===== src/rtl/led_pwm_pkg.sv =====
// Shared widths and types for the LED PWM stage and its per-LED channels.
package led_pwm_pkg;

  localparam int PWM_W_DEF  = 4;
  localparam int PWM_PERIOD = 2 ** PWM_W_DEF;
  localparam int DUTY_W     = PWM_W_DEF + 1;

  typedef logic [DUTY_W-1:0] duty_t;

endpackage


===== src/rtl/led_pwm_stage_if.sv =====
// Valid/ready pattern handshake between the LED counter and the PWM stage.
interface led_pwm_stage_if #(
  parameter int N_LEDS = 4
) ();

  logic              in_valid;
  logic [N_LEDS-1:0] in_data;
  logic              in_ready;

  modport master (output in_valid, output in_data, input in_ready);
  modport slave  (input in_valid, input in_data, output in_ready);

endinterface


===== src/rtl/led_pwm_channel.sv =====
// One LED channel: duty register updated at period boundaries and a registered PWM compare.
// LED_PWM_FADE_EN: an unlit channel halves its duty each boundary instead of dropping to zero.
module led_pwm_channel #(
  parameter int PWM_W   = 4,
  parameter int ON_DUTY = 8
) (
  input  logic             clk,
  input  logic             rst_n,
  input  logic             boundary,
  input  logic             lit,
  input  logic [PWM_W-1:0] pwm_cnt,
  output logic             led
);

  localparam int DW = PWM_W + 1;
  localparam logic [DW-1:0] ON_VAL   = DW'(ON_DUTY);
  localparam logic [DW-1:0] FULL_VAL = DW'(2 ** PWM_W);

  logic [DW-1:0] duty_q, duty_d;
  logic          led_q, led_d;

  always_comb begin
    duty_d = duty_q;
    if (boundary) begin
      if (lit) begin
        duty_d = ON_VAL;
      end else begin
`ifdef LED_PWM_FADE_EN
        duty_d = duty_q >> 1;
`else
        duty_d = '0;
`endif
      end
    end
    // Full-period duty must not drop out on the wrap cycle.
    led_d = (duty_q == FULL_VAL) | ({1'b0, pwm_cnt} < duty_q);
  end

  always_ff @(posedge clk) begin
    if (!rst_n) begin
      duty_q <= '0;
      led_q  <= 1'b0;
    end else begin
      duty_q <= duty_d;
      led_q  <= led_d;
    end
  end

  assign led = led_q;

endmodule


===== src/rtl/led_pwm_stage.sv =====
// LED PWM stage: buffers one pattern from the counter and applies it only at period boundaries.
// LED_PWM_FADE_EN selects exponential fade-out of released LEDs (implemented in led_pwm_channel).
module led_pwm_stage
  import led_pwm_pkg::*;
#(
  parameter int N_LEDS  = 4,
  parameter int PWM_W   = PWM_W_DEF,
  parameter int ON_DUTY = 8
) (
  input  logic              clk,
  input  logic              rst_n,
  led_pwm_stage_if.slave    up,
  output logic [N_LEDS-1:0] led,
  output logic              period_tick
);

  localparam logic [PWM_W-1:0] CNT_LAST = '1;

  logic [PWM_W-1:0]  pwm_cnt_q, pwm_cnt_d;
  logic              pending_q, pending_d;
  logic [N_LEDS-1:0] shadow_q, shadow_d;
  logic [N_LEDS-1:0] applied_q, applied_d;
  logic              boundary;
  logic              accept;

  always_comb begin
    boundary  = (pwm_cnt_q == CNT_LAST);
    accept    = up.in_valid && !pending_q;
    pwm_cnt_d = pwm_cnt_q + PWM_W'(1);
    pending_d = pending_q;
    shadow_d  = shadow_q;
    applied_d = applied_q;
    if (boundary && pending_q) begin
      applied_d = shadow_q;
      pending_d = 1'b0;
    end
    // Ready is low whenever something is pending, so this never collides with the apply above.
    if (accept) begin
      shadow_d  = up.in_data;
      pending_d = 1'b1;
    end
  end

  always_ff @(posedge clk) begin
    if (!rst_n) begin
      pwm_cnt_q <= '0;
      pending_q <= 1'b0;
      shadow_q  <= '0;
      applied_q <= '0;
    end else begin
      pwm_cnt_q <= pwm_cnt_d;
      pending_q <= pending_d;
      shadow_q  <= shadow_d;
      applied_q <= applied_d;
    end
  end

  assign up.in_ready  = !pending_q;
  assign period_tick  = boundary;

  // Channels see the post-boundary applied value so the duty tracks the new pattern.
  for (genvar i = 0; i < N_LEDS; i++) begin : g_ch
    led_pwm_channel #(
      .PWM_W   (PWM_W),
      .ON_DUTY (ON_DUTY)
    ) u_ch (
      .clk      (clk),
      .rst_n    (rst_n),
      .boundary (boundary),
      .lit      (applied_d[i]),
      .pwm_cnt  (pwm_cnt_q),
      .led      (led[i])
    );
  end

endmodule


===== src/flat_wrapper.sv =====
// flat-port wrapper written by rule: the top's interface ports become plain ports
module led_pwm_stage_flat import led_pwm_pkg::*;
#(
  parameter int N_LEDS  = 4,
  parameter int PWM_W   = PWM_W_DEF,
  parameter int ON_DUTY = 8
)
  (clk, rst_n, led, period_tick, up_in_valid, up_in_data, up_in_ready);
  led_pwm_stage_if #(.N_LEDS(N_LEDS)) up_i ();
  input  logic clk;
  input  logic rst_n;
  output logic [N_LEDS-1:0] led;
  output logic period_tick;
  input wire logic [$bits(up_i.in_valid)-1:0] up_in_valid;
  input wire logic [$bits(up_i.in_data)-1:0] up_in_data;
  output wire logic [$bits(up_i.in_ready)-1:0] up_in_ready;
  assign up_i.in_valid = up_in_valid;
  assign up_i.in_data = up_in_data;
  assign up_in_ready = up_i.in_ready;
  led_pwm_stage #(.N_LEDS(N_LEDS), .PWM_W(PWM_W), .ON_DUTY(ON_DUTY)) u_core (.clk(clk), .rst_n(rst_n), .up(up_i), .led(led), .period_tick(period_tick));
endmodule

===== config.mk =====
export PLATFORM = sky130hd
export DESIGN_NAME = led_pwm_stage_flat
export DESIGN_NICKNAME = d
export VERILOG_FILES = /design/src/rtl/led_pwm_pkg.sv /design/src/rtl/led_pwm_stage_if.sv /design/src/rtl/led_pwm_channel.sv /design/src/rtl/led_pwm_stage.sv /design/src/flat_wrapper.sv
export SDC_FILE = /design/constraint.sdc
export NUM_CORES = 1
export LEC_CHECK = 0
export BUFFER_PORTS_ARGS = -buffer_cell sky130_fd_sc_hd__buf_4
export CELL_PAD_IN_SITES_DETAIL_PLACEMENT = 0
export CELL_PAD_IN_SITES_GLOBAL_PLACEMENT = 1
export CORE_ASPECT_RATIO = 1.1
export CORE_MARGIN = 3
export CORE_UTILIZATION = 41
export DETAILED_ROUTE_END_ITERATION = 6
export PLACE_DENSITY_LB_ADDON = 0.1
export SETUP_SLACK_MARGIN = 0.02
export SYNTH_ARGS = -nofsm -noshare
export SYNTH_HDL_FRONTEND = slang
export SYNTH_HIERARCHICAL = 1
export SYNTH_SLANG_ARGS = --single-unit

===== constraint.sdc =====
create_clock -name clk -period 1.6 [get_ports clk]
set_input_delay 0.4 -clock clk [delete_from_list [all_inputs] [get_ports clk]]
set_output_delay 0.4 -clock clk [all_outputs]
set_load 0.01 [all_outputs]

==> impl_metrics.json, run 1 <==
{
  "outcome": "finished, final reports clean",
  "tritoncts": "built",
  "hold_viol": 0,
  "drt-total-wl_um": 1295,
  "synthMuxAreaShare": 0.1778,
  "power_frac_comb": 0.067,
  "seq_area_frac_synth": 0.5333,
  "grt-busiest-layer": "met2",
  "grt.met1_usage": 0.1540,
  "dp_slack_ns": 0.1827,
  "synthAdderAreaFrac": 0.01587,
  "antennaDiodeCount": 0,
  "dp_hpwl_um": 890,
  "cp_max_fo": 3,
  "cts-root-buf": "clkbuf_4",
  "dieArea_mm2": 0.002485,
  "skew_ns": 0.004717,
  "grt_first_pass_wirelength_um": 2132,
  "syn_to_final_growth_pct": 22.86,
  "reg2reg_slack_ns": 0.30,
  "min_delay_worst_endpoint": "u_core/shadow_q[3]",
  "synthFlopType": "dfxtp_1",
  "drive_gt1_frac": 0.3494,
  "synth_largest_area_cell": "dfxtp_1",
  "rr_endpoint": "u_core/g_ch[1].u_ch/duty_q[3]",
  "worstPathRequired_ns": 1.20,
  "hold_path.class": "in2reg",
  "ys_top_cells_by_count": "dfxtp_1, nor2b_1, mux2i_1, and2_1",
  "htreeDepth": 1,
  "grt_pass1_vias": 458,
  "antenna_left": 0,
  "syn_avg_cell_area_um2": 12.13,
  "worst_r2r_path_depth": 4,
  "p_switching_w": 0.0001874,
  "synth_xor_area_frac": 0.02222,
  "swShare": 0.2185,
  "ys_async_sr_fraction": 0,
  "die_y_um": 51.99,
  "grt_setup_unrepaired": "false",
  "slew_violations": 0,
  "cts.sinks": 21,
  "yosysWarnings": 6,
  "overflow": 0,
  "port_buffers": 12,
  "syn_nets": 73,
  "drc_errors": 0,
  "fin_ws_ns": 0.07838,
  "end_kind": "output port",
  "seq_power_share": 0.645,
  "internal_power_w": 0.0006703,
  "die_w_um": 47.81,
  "peakVddDrop_mv": 0.5365,
  "dr.pass1.iters": 4,
  "max_clock_freq_ghz": 0.6572,
  "antenna_found_initial": 0,
  "max-slew-margin-rel": 0.6951,
  "ctsHoldBuffers": 0,
  "dp.cells": 94,
  "core_area_mm2": 0.001802,
  "start_util": 0.4375,
  "synth_seq_cells": 21,
  "arrival_ns": 1.12,
  "clkSlewWorstSetupHoldPaths_ns": 0.11,
  "startpoint": "u_core/pwm_cnt_q[0]",
  "clk_path_buf_depth": 2,
  "tightestPinTransition_ns": 0.4564,
  "yosys.area_share.simple": 0.2222,
  "via_per_inst": 4.812,
  "synthesis.area_um2": 788.3,
  "p_clk_frac": 0.288,
  "finalSetupViolations": 0,
  "power_density_mw_per_mm2": 885.7,
  "grt_usage": 0.1261,
  "drv_cap": 0,
  "synth_cells": 65,
  "vias": 486,
  "p_leak_nw": 0.4304,
  "use_met3": 0.03114,
  "hold_path_depth": 3,
  "design_area_um2": 968.4,
  "netlist_top_cells_area": "dfxtp_1, mux2i_1, nor2b_1, mux2_4, and2_1",
  "synth_most_common_cell": "dfxtp_1",
  "grt_max_degree": 22,
  "synth_top_family_by_area": "simple AND/OR/NAND/NOR gates",
  "met2_usage": 0.1828,
  "avgRoutedWirePerCell_um": 12.82,
  "min_period_over_period": 0.9510,
  "gp_congestion": 0.6789,
  "post_dp_cell_area_um2": 899.6,
  "fp-row-count": 16,
  "critPathKind": "reg2out",
  "ios": 13,
  "yosys.area.top_type_share": 0.5333,
  "final_cells": 101,
  "synth_cell_types": 17,
  "synth-edff-count": 0,
  "rr_startpoint": "u_core/pending_q",
  "dr.first_iter.drc_count": 2,
  "nets": 92,
  "tns_ns": 0,
  "synth-compound-area-share": 0.01270,
  "min_period_ns": 1.522,
  "hp-start": "up_in_data[3]",
  "clkLatencyLatePin_ns": 0.30,
  "worstSetupStartpointType": "flip-flop",
  "numCtsBuffers": 3,
  "p_total_w": 0.0008577
}
power groups by stage:
stage               logic (W)  clock network, W  registers (W)
finish              0.0000576          0.000247       0.000553
global route        0.0000647          0.000277       0.000555
CTS                 0.0000558          0.000258       0.000553
detailed placement  0.0000505                 0       0.000562
global placement    0.0000509                 0       0.000562
floorplan           0.0000316                 0       0.000558
worst max-delay path by stage:
stage | end | slack [ns]
floorplan | u_core/g_ch[0].u_ch/duty_q[3] | 0.29
global placement | u_core/g_ch[1].u_ch/duty_q[3] | 0.23
detailed placement | u_core/g_ch[1].u_ch/duty_q[3] | 0.18
CTS | period_tick | 0.02
global route | period_tick | 0.02
finish | period_tick | 0.08
logic make-up after synthesis:
logic type | count (synthesis)
AO/OA/AOI/OAI | 2
flip-flops | 21
adder cells (fa/ha/maj) | 1
AND/OR/NAND/NOR | 24
multiplexers | 12
XOR/XNOR | 2
buffers and inverters | 3
worst max-delay path: stages (launching register included):
cell	delay, ns
dfxtp_2	0.37
ha_4	0.16
and3_4	0.19
buf_4	0.12
layer usage:
metal	vias up	part of all wire
met3	4	0.036
met2	7	0.48
met1	221	0.46
li1	254	-
met4	0	0.027
met5	-	0
final cells by class:
cell class                 count  area, um2
tap                           18      22.52
fill                         171      833.3
inverter                       1      3.754
timing repair buffer          16      120.1
sequential                    21      424.2
multi-input combinational     41      371.6
clock buffer                   4      26.28
per-stage QoR:
step,util,hold slack (ns)
CTS,0.5271,0.3495
detailed placement,0.4993,0.4409
finish,0.5375,0.3529
global route,0.5375,0.3544
floorplan,-,0.4198
global placement,0.4993,0.4295
sequential cells by signal, summed over array words and instances, names as in the netlist:
name and count:
u_core/pwm_cnt_q 4, u_core/applied_q 4, u_core/pending_q 1, u_core/g_ch.u_ch/led 4
u_core/g_ch.u_ch/duty_q 4, u_core/shadow_q 4
timing repair:
action | in CTS | in global routing
buffers inserted | 1 | 2
gates resized for setup | 5 | 1
pin swaps | 1 | 1
setup endpoints to repair | 1 | 1
layout by cell type, fill, tap and decap left out, drive strengths merged:
master / count
nor2b: 10
clkbuf: 4
nand3: 1
xnor2: 1
mux2i: 8
and3: 1
buf: 16
nand4: 1
mux2: 4
and3b: 4
ha: 1
dfxtp: 21
a21oi: 1
and2: 7
o21ai: 1
inv: 1
xor2: 1
No activity file was read; power rests on OpenSTA's default activity.
==> inputs of run 2 (changes only) <==
--- a/config.mk
+++ b/config.mk
@@ -10,7 +10,7 @@
 export CELL_PAD_IN_SITES_GLOBAL_PLACEMENT = 1
 export CORE_ASPECT_RATIO = 1.1
 export CORE_MARGIN = 3
-export CORE_UTILIZATION = 41
+export CORE_UTILIZATION = 25
 export DETAILED_ROUTE_END_ITERATION = 6
 export PLACE_DENSITY_LB_ADDON = 0.1
 export SETUP_SLACK_MARGIN = 0.02
==> run 2 against run 1 <==
Effect of this change:
- sequential share of layout area is 1.6 points lower
- flip-flop and latch count unchanged
- combinational power is 4.7% higher
- critical endpoint unchanged
==> impl_metrics.json, run 2 (same netlist as run 1, synthesis figures left out) <==
{
  "outcome": "finished, final reports clean",
  "tightestPinTransition_ns": 0.2088,
  "clkLatencyLatePin_ns": 0.30,
  "avgRoutedWirePerCell_um": 11.50,
  "overflow": 0,
  "hold_viol": 0,
  "final_util": 0.3483,
  "dr.pass1.iters": 4,
  "fin_ws_ns": 0.1095,
  "min_period_over_period": 0.9316,
  "dp_slack_ns": 0.1895,
  "antenna_left": 0,
  "tns_ns": 0,
  "max_clock_freq_ghz": 0.6709,
  "core_area_mm2": 0.002878,
  "vias": 506,
  "drive_gt1_frac": 0.3647,
  "antennaDiodeCount": 0,
  "clkSlewWorstSetupHoldPaths_ns": 0.12,
  "reg2reg_slack_ns": 0.22,
  "drv_cap": 0,
  "skew_ns": 0.007066,
  "ctsHoldBuffers": 0,
  "grt_max_degree": 22,
  "clk_path_buf_depth": 2,
  "fp-row-count": 20,
  "hold_path.class": "in2reg",
  "via_per_inst": 4.288,
  "grt_pass1_vias": 525,
  "die_y_um": 64.89,
  "syn_to_final_growth_pct": 27.14,
  "start_util": 0.2739,
  "finalSetupViolations": 0,
  "drt-total-wl_um": 1357,
  "slew_violations": 0,
  "end_kind": "output port",
  "cts.sinks": 21,
  "tritoncts": "built",
  "grt_first_pass_wirelength_um": 2339,
  "ios": 13,
  "max-slew-margin-rel": 0.8606,
  "worstPathRequired_ns": 1.20,
  "grt_usage": 0.08213,
  "final_common_cell": "dfxtp_1",
  "port_buffers": 12,
  "grt_setup_unrepaired": "false",
  "min_period_ns": 1.491,
  "die_w_um": 59.54,
  "arrival_ns": 1.09,
  "drc_errors": 0,
  "fill_cells": 292,
  "worstSetupStartpointType": "flip-flop",
  "power_density_mw_per_mm2": 856.8,
  "antenna_found_initial": 0,
  "cts-root-buf": "clkbuf_4",
  "cp_max_fo": 2,
  "p_leak_nw": 0.4431,
  "dr.first_iter.drc_count": 3,
  "layout_common_cells": "dfxtp_1, buf_4, nor2b_1, mux2i_1, and2_1",
  "nets": 94,
  "p_total_w": 0.0008587,
  "numCtsBuffers": 3,
  "hold_slack_ns": 0.3533,
  "dp_hpwl_um": 948.6,
  "gp_congestion": 0.6541,
  "dieArea_mm2": 0.003864,
  "peakVddDrop_mv": 0.4562,
  "htreeDepth": 1,
  "critPathKind": "reg2out"
}
-- run 2: changes by cell type in the layout (fill, tap and decap cells not counted) --
| cell | before | now |
|---|---|---|
| dfxtp_2 | 3 | 2 |
| clkbuf_1 | 1 | 0 |
| dfxtp_1 | 18 | 19 |
| clkinv_2 | 0 | 1 |
| buf_4 | 16 | 18 |
-- run 2: final timing paths --
kind | start | end | cells past startpoint
worst max-delay path | u_core/pwm_cnt_q[0] | period_tick | 3
worst min-delay path | up_in_data[2] | u_core/shadow_q[2] | 3
worst max register to register | u_core/pwm_cnt_q[0] | u_core/g_ch[1].u_ch/duty_q[3] | 6
worst min register to register | u_core/g_ch[2].u_ch/duty_q[3] | u_core/g_ch[2].u_ch/led | 1
-- run 2: stage by stage --
stage	instance area [um2]	std cells
2_1_floorplan	788.3	65
6_report	1002	118
3_5_place_dp	933.4	111
5_1_grt	1002	118
3_3_place_gp	933.4	111
4_1_cts	994.7	117
-- run 2: critical path, stage by stage, from the launching register on --
cell and delay (ns):
dfxtp_2 0.37, ha_4 0.13, and3_4 0.18, buf_4 0.12
-- run 2: timing repair --
action                     in CTS  in global routing
pin swaps                       1                  1
setup endpoints to repair       1                  1
setup buffers                   2                  1
gates resized for setup         5                  0
-- run 2: report_power, final --
part	switching (W)	internal (W)
combinational	0.0000237	0.0000367
clock	0.000154	0.0000931
sequential	0.0000133	0.000538
-- run 2: final cells by class --
| type | instances | area (um2) | area share |
|---|---|---|---|
| multi-input cells | 41 | 371.6 | 0.3708 |
| clock buffers | 3 | 22.52 | 0.02247 |
| flip-flops and latches | 21 | 422.9 | 0.4220 |
| inverters | 1 | 3.754 | 0.003745 |
| well taps | 33 | 41.29 | 0.04120 |
| repair buffers | 18 | 135.1 | 0.1348 |
| clock inverters | 1 | 5.005 | 0.004994 |
-- run 2: routing by layer --
metal | track usage | share of wire | vias to the layer above | routed length, um
met5 | 0 | 0 | - | 0
li1 | - | - | 258 | -
met3 | 0.03586 | 0.049 | 2 | 66
met1 | 0.1005 | 0.46 | 236 | 621
met4 | 0.03324 | 0.013 | 0 | 17
met2 | 0.1243 | 0.48 | 10 | 651
==> inputs of run 3 (changes only) <==
--- a/config.mk
+++ b/config.mk
@@ -10,7 +10,7 @@
 export CELL_PAD_IN_SITES_GLOBAL_PLACEMENT = 1
 export CORE_ASPECT_RATIO = 1.1
 export CORE_MARGIN = 3
-export CORE_UTILIZATION = 25
+export CORE_UTILIZATION = 35
 export DETAILED_ROUTE_END_ITERATION = 6
 export PLACE_DENSITY_LB_ADDON = 0.1
 export SETUP_SLACK_MARGIN = 0.02
==> constraint.sdc (replaced) <==
create_clock -name clk -period 1.6 [get_ports clk]
set_input_delay 0.4 -clock clk [delete_from_list [all_inputs] [get_ports clk]]
set_output_delay 0.4 -clock clk [all_outputs]
set_load 0.05 [all_outputs]
==> run 3 against run 2 <==
Effect of this change:
- count of clock-buffer cells in the layout grew 1
- flip-flop and latch count is the same
- via count shrank 5.1%
- largest power group unchanged
- critical endpoint unchanged
- non-clock buffer count shrank 3
- critical path type unchanged
- register-to-register slack gained 0.09 ns
==> impl_metrics.json, run 3 (same netlist as run 1, synthesis figures left out) <==
{
  "outcome": "finished, final reports clean",
  "antenna_left": 0,
  "die_y_um": 55.78,
  "p_leak_nw": 0.4263,
  "max_stage_delay_ns": 0.37,
  "drive_gt1_frac": 0.3415,
  "gp_congestion": 0.6810,
  "antennaDiodeCount": 0,
  "dieArea_mm2": 0.002858,
  "grt_first_pass_wirelength_um": 2063,
  "fill_cells": 201,
  "reg2reg_slack_ns": 0.31,
  "hold_slack_ns": 0.3528,
  "worstPathRequired_ns": 1.20,
  "final_common_cell": "dfxtp_1",
  "p_clk_frac": 0.285,
  "max_clock_freq_ghz": 0.6451,
  "antenna_found_initial": 0,
  "dr.pass1.iters": 2,
  "hold_path.class": "in2reg",
  "ios": 13,
  "power_frac_comb": 0.073,
  "cts.sinks": 21,
  "seq_power_share": 0.642,
  "design_area_um2": 980.9,
  "swShare": 0.2198,
  "clk_path_buf_depth": 2,
  "grt_max_degree": 22,
  "slew_violations": 0,
  "cp_slowest_cell": "dfxtp_2",
  "drt-total-wl_um": 1201,
  "syn_to_final_growth_pct": 24.44,
  "htreeDepth": 1,
  "numCtsBuffers": 3,
  "via_per_inst": 4.364,
  "port_buffers": 12,
  "power_density_mw_per_mm2": 876.1,
  "overflow": 0,
  "drc_errors": 0,
  "dp_hpwl_um": 868.5,
  "clkSlewWorstSetupHoldPaths_ns": 0.11,
  "core_area_mm2": 0.002063,
  "p_switching_w": 0.0001889,
  "peakVddDrop_mv": 0.4318,
  "grt_setup_unrepaired": "true",
  "critPathKind": "reg2out",
  "avgRoutedWirePerCell_um": 10.92,
  "path_cells": "ha_4 > and3_4 > buf_8",
  "hp-start": "up_in_data[0]",
  "min_delay_worst_endpoint": "u_core/shadow_q[0]",
  "start_util": 0.3820,
  "cp_max_fo": 3,
  "vias": 480,
  "drv_cap": 0,
  "skew_ns": 0.008647,
  "internal_power_w": 0.0006705,
  "tightestPinTransition_ns": 0.2206,
  "min_period_over_period": 0.9689,
  "layout_common_cells": "dfxtp_1, buf_4, nor2b_1, mux2i_1, and2_1",
  "tritoncts": "built",
  "grt_usage": 0.09690,
  "rr_startpoint": "u_core/pwm_cnt_q[1]",
  "cts-root-buf": "clkbuf_4",
  "min_period_ns": 1.550,
  "arrival_ns": 1.15,
  "worst_r2r_path_depth": 5,
  "hold_viol": 0,
  "post_dp_cell_area_um2": 919.6,
  "fp-row-count": 17,
  "max-slew-margin-rel": 0.8527,
  "grt_pass1_vias": 468,
  "dr.first_iter.drc_count": 8,
  "end_kind": "output port",
  "rr_endpoint": "u_core/g_ch[0].u_ch/duty_q[3]",
  "nets": 91,
  "clkLatencyLatePin_ns": 0.30,
  "die_w_um": 51.25,
  "worstSetupStartpointType": "flip-flop",
  "finalSetupViolations": 0,
  "hold_path_depth": 3
}
[run 3: metal layers]
layer | GRT usage | routed length, um
met5 | 0 | 0
met4 | 0.05618 | 0
met3 | 0.02413 | 52
met2 | 0.1418 | 561
met1 | 0.1271 | 587
[run 3: worst max-delay path by stage]
stage / startpoint / to / slack (ns) / cells past startpoint
final: u_core/pwm_cnt_q[1] / period_tick / 0.05 / 3
after global placement: u_core/pwm_cnt_q[0] / period_tick / 0.21 / 3
after floorplan: u_core/pwm_cnt_q[0] / period_tick / 0.21 / 2
after global routing: u_core/pwm_cnt_q[1] / period_tick / -0.003 / 3
after detailed placement: u_core/pwm_cnt_q[0] / u_core/g_ch[3].u_ch/duty_q[3] / 0.20 / 5
after CTS: u_core/pwm_cnt_q[0] / period_tick / 0.03 / 3
[run 3: per-stage QoR]
| step | util | std cells | TNS, ns | power, W | setup slack, ns |
|---|---|---|---|---|---|
| 4_1_cts | 0.4754 | 110 | 0 | 0.0008785 | 0.03448 |
| 5_1_grt | 0.4754 | 110 | -0.003437 | 0.0009137 | -0.003437 |
| 2_1_floorplan | - | 65 | 0 | 0.0005950 | 0.2113 |
| 3_3_place_gp | 0.4457 | 105 | 0 | 0.0006202 | 0.2130 |
| 3_5_place_dp | 0.4457 | 105 | 0 | 0.0006195 | 0.1976 |
| 6_report | 0.4754 | 110 | 0 | 0.0008594 | 0.04974 |
[run 3: what timing repair did]
action                     in CTS  in global routing
hold buffers                    0                  0
setup endpoints to repair       1                  1
cloned                          0                  0
gates resized for setup         8                  0
buffers inserted                1                  0
pin swaps                       0                  1
[run 3: power groups by stage]
stage / Combinational [W] / Sequential, W / Clock [W]
after global routing: 0.0000715 / 0.000554 / 0.000288
final: 0.0000624 / 0.000552 / 0.000245
after global placement: 0.0000589 / 0.000561 / 0
after CTS: 0.0000640 / 0.000552 / 0.000263
after floorplan: 0.0000370 / 0.000558 / 0
after detailed placement: 0.0000584 / 0.000561 / 0
[run 3: cell type report]
type                       count  area [um2]  share of cell area
sequential                    21       424.2              0.4324
multi-input combinational     41       371.6              0.3788
timing repair buffer          15       120.1              0.1224
tap                           28       35.03             0.03571
clock buffer                   4       26.28             0.02679
inverter                       1       3.754            0.003827
[run 3: worst max-delay path, delay by kind of cell, from the launching register on]
kind | cells | cell delay (ns)
DFF | 1 | 0.37
adders and majority gates | 1 | 0.16
buffers and inverters | 1 | 0.14
and+or+nand+nor | 1 | 0.19
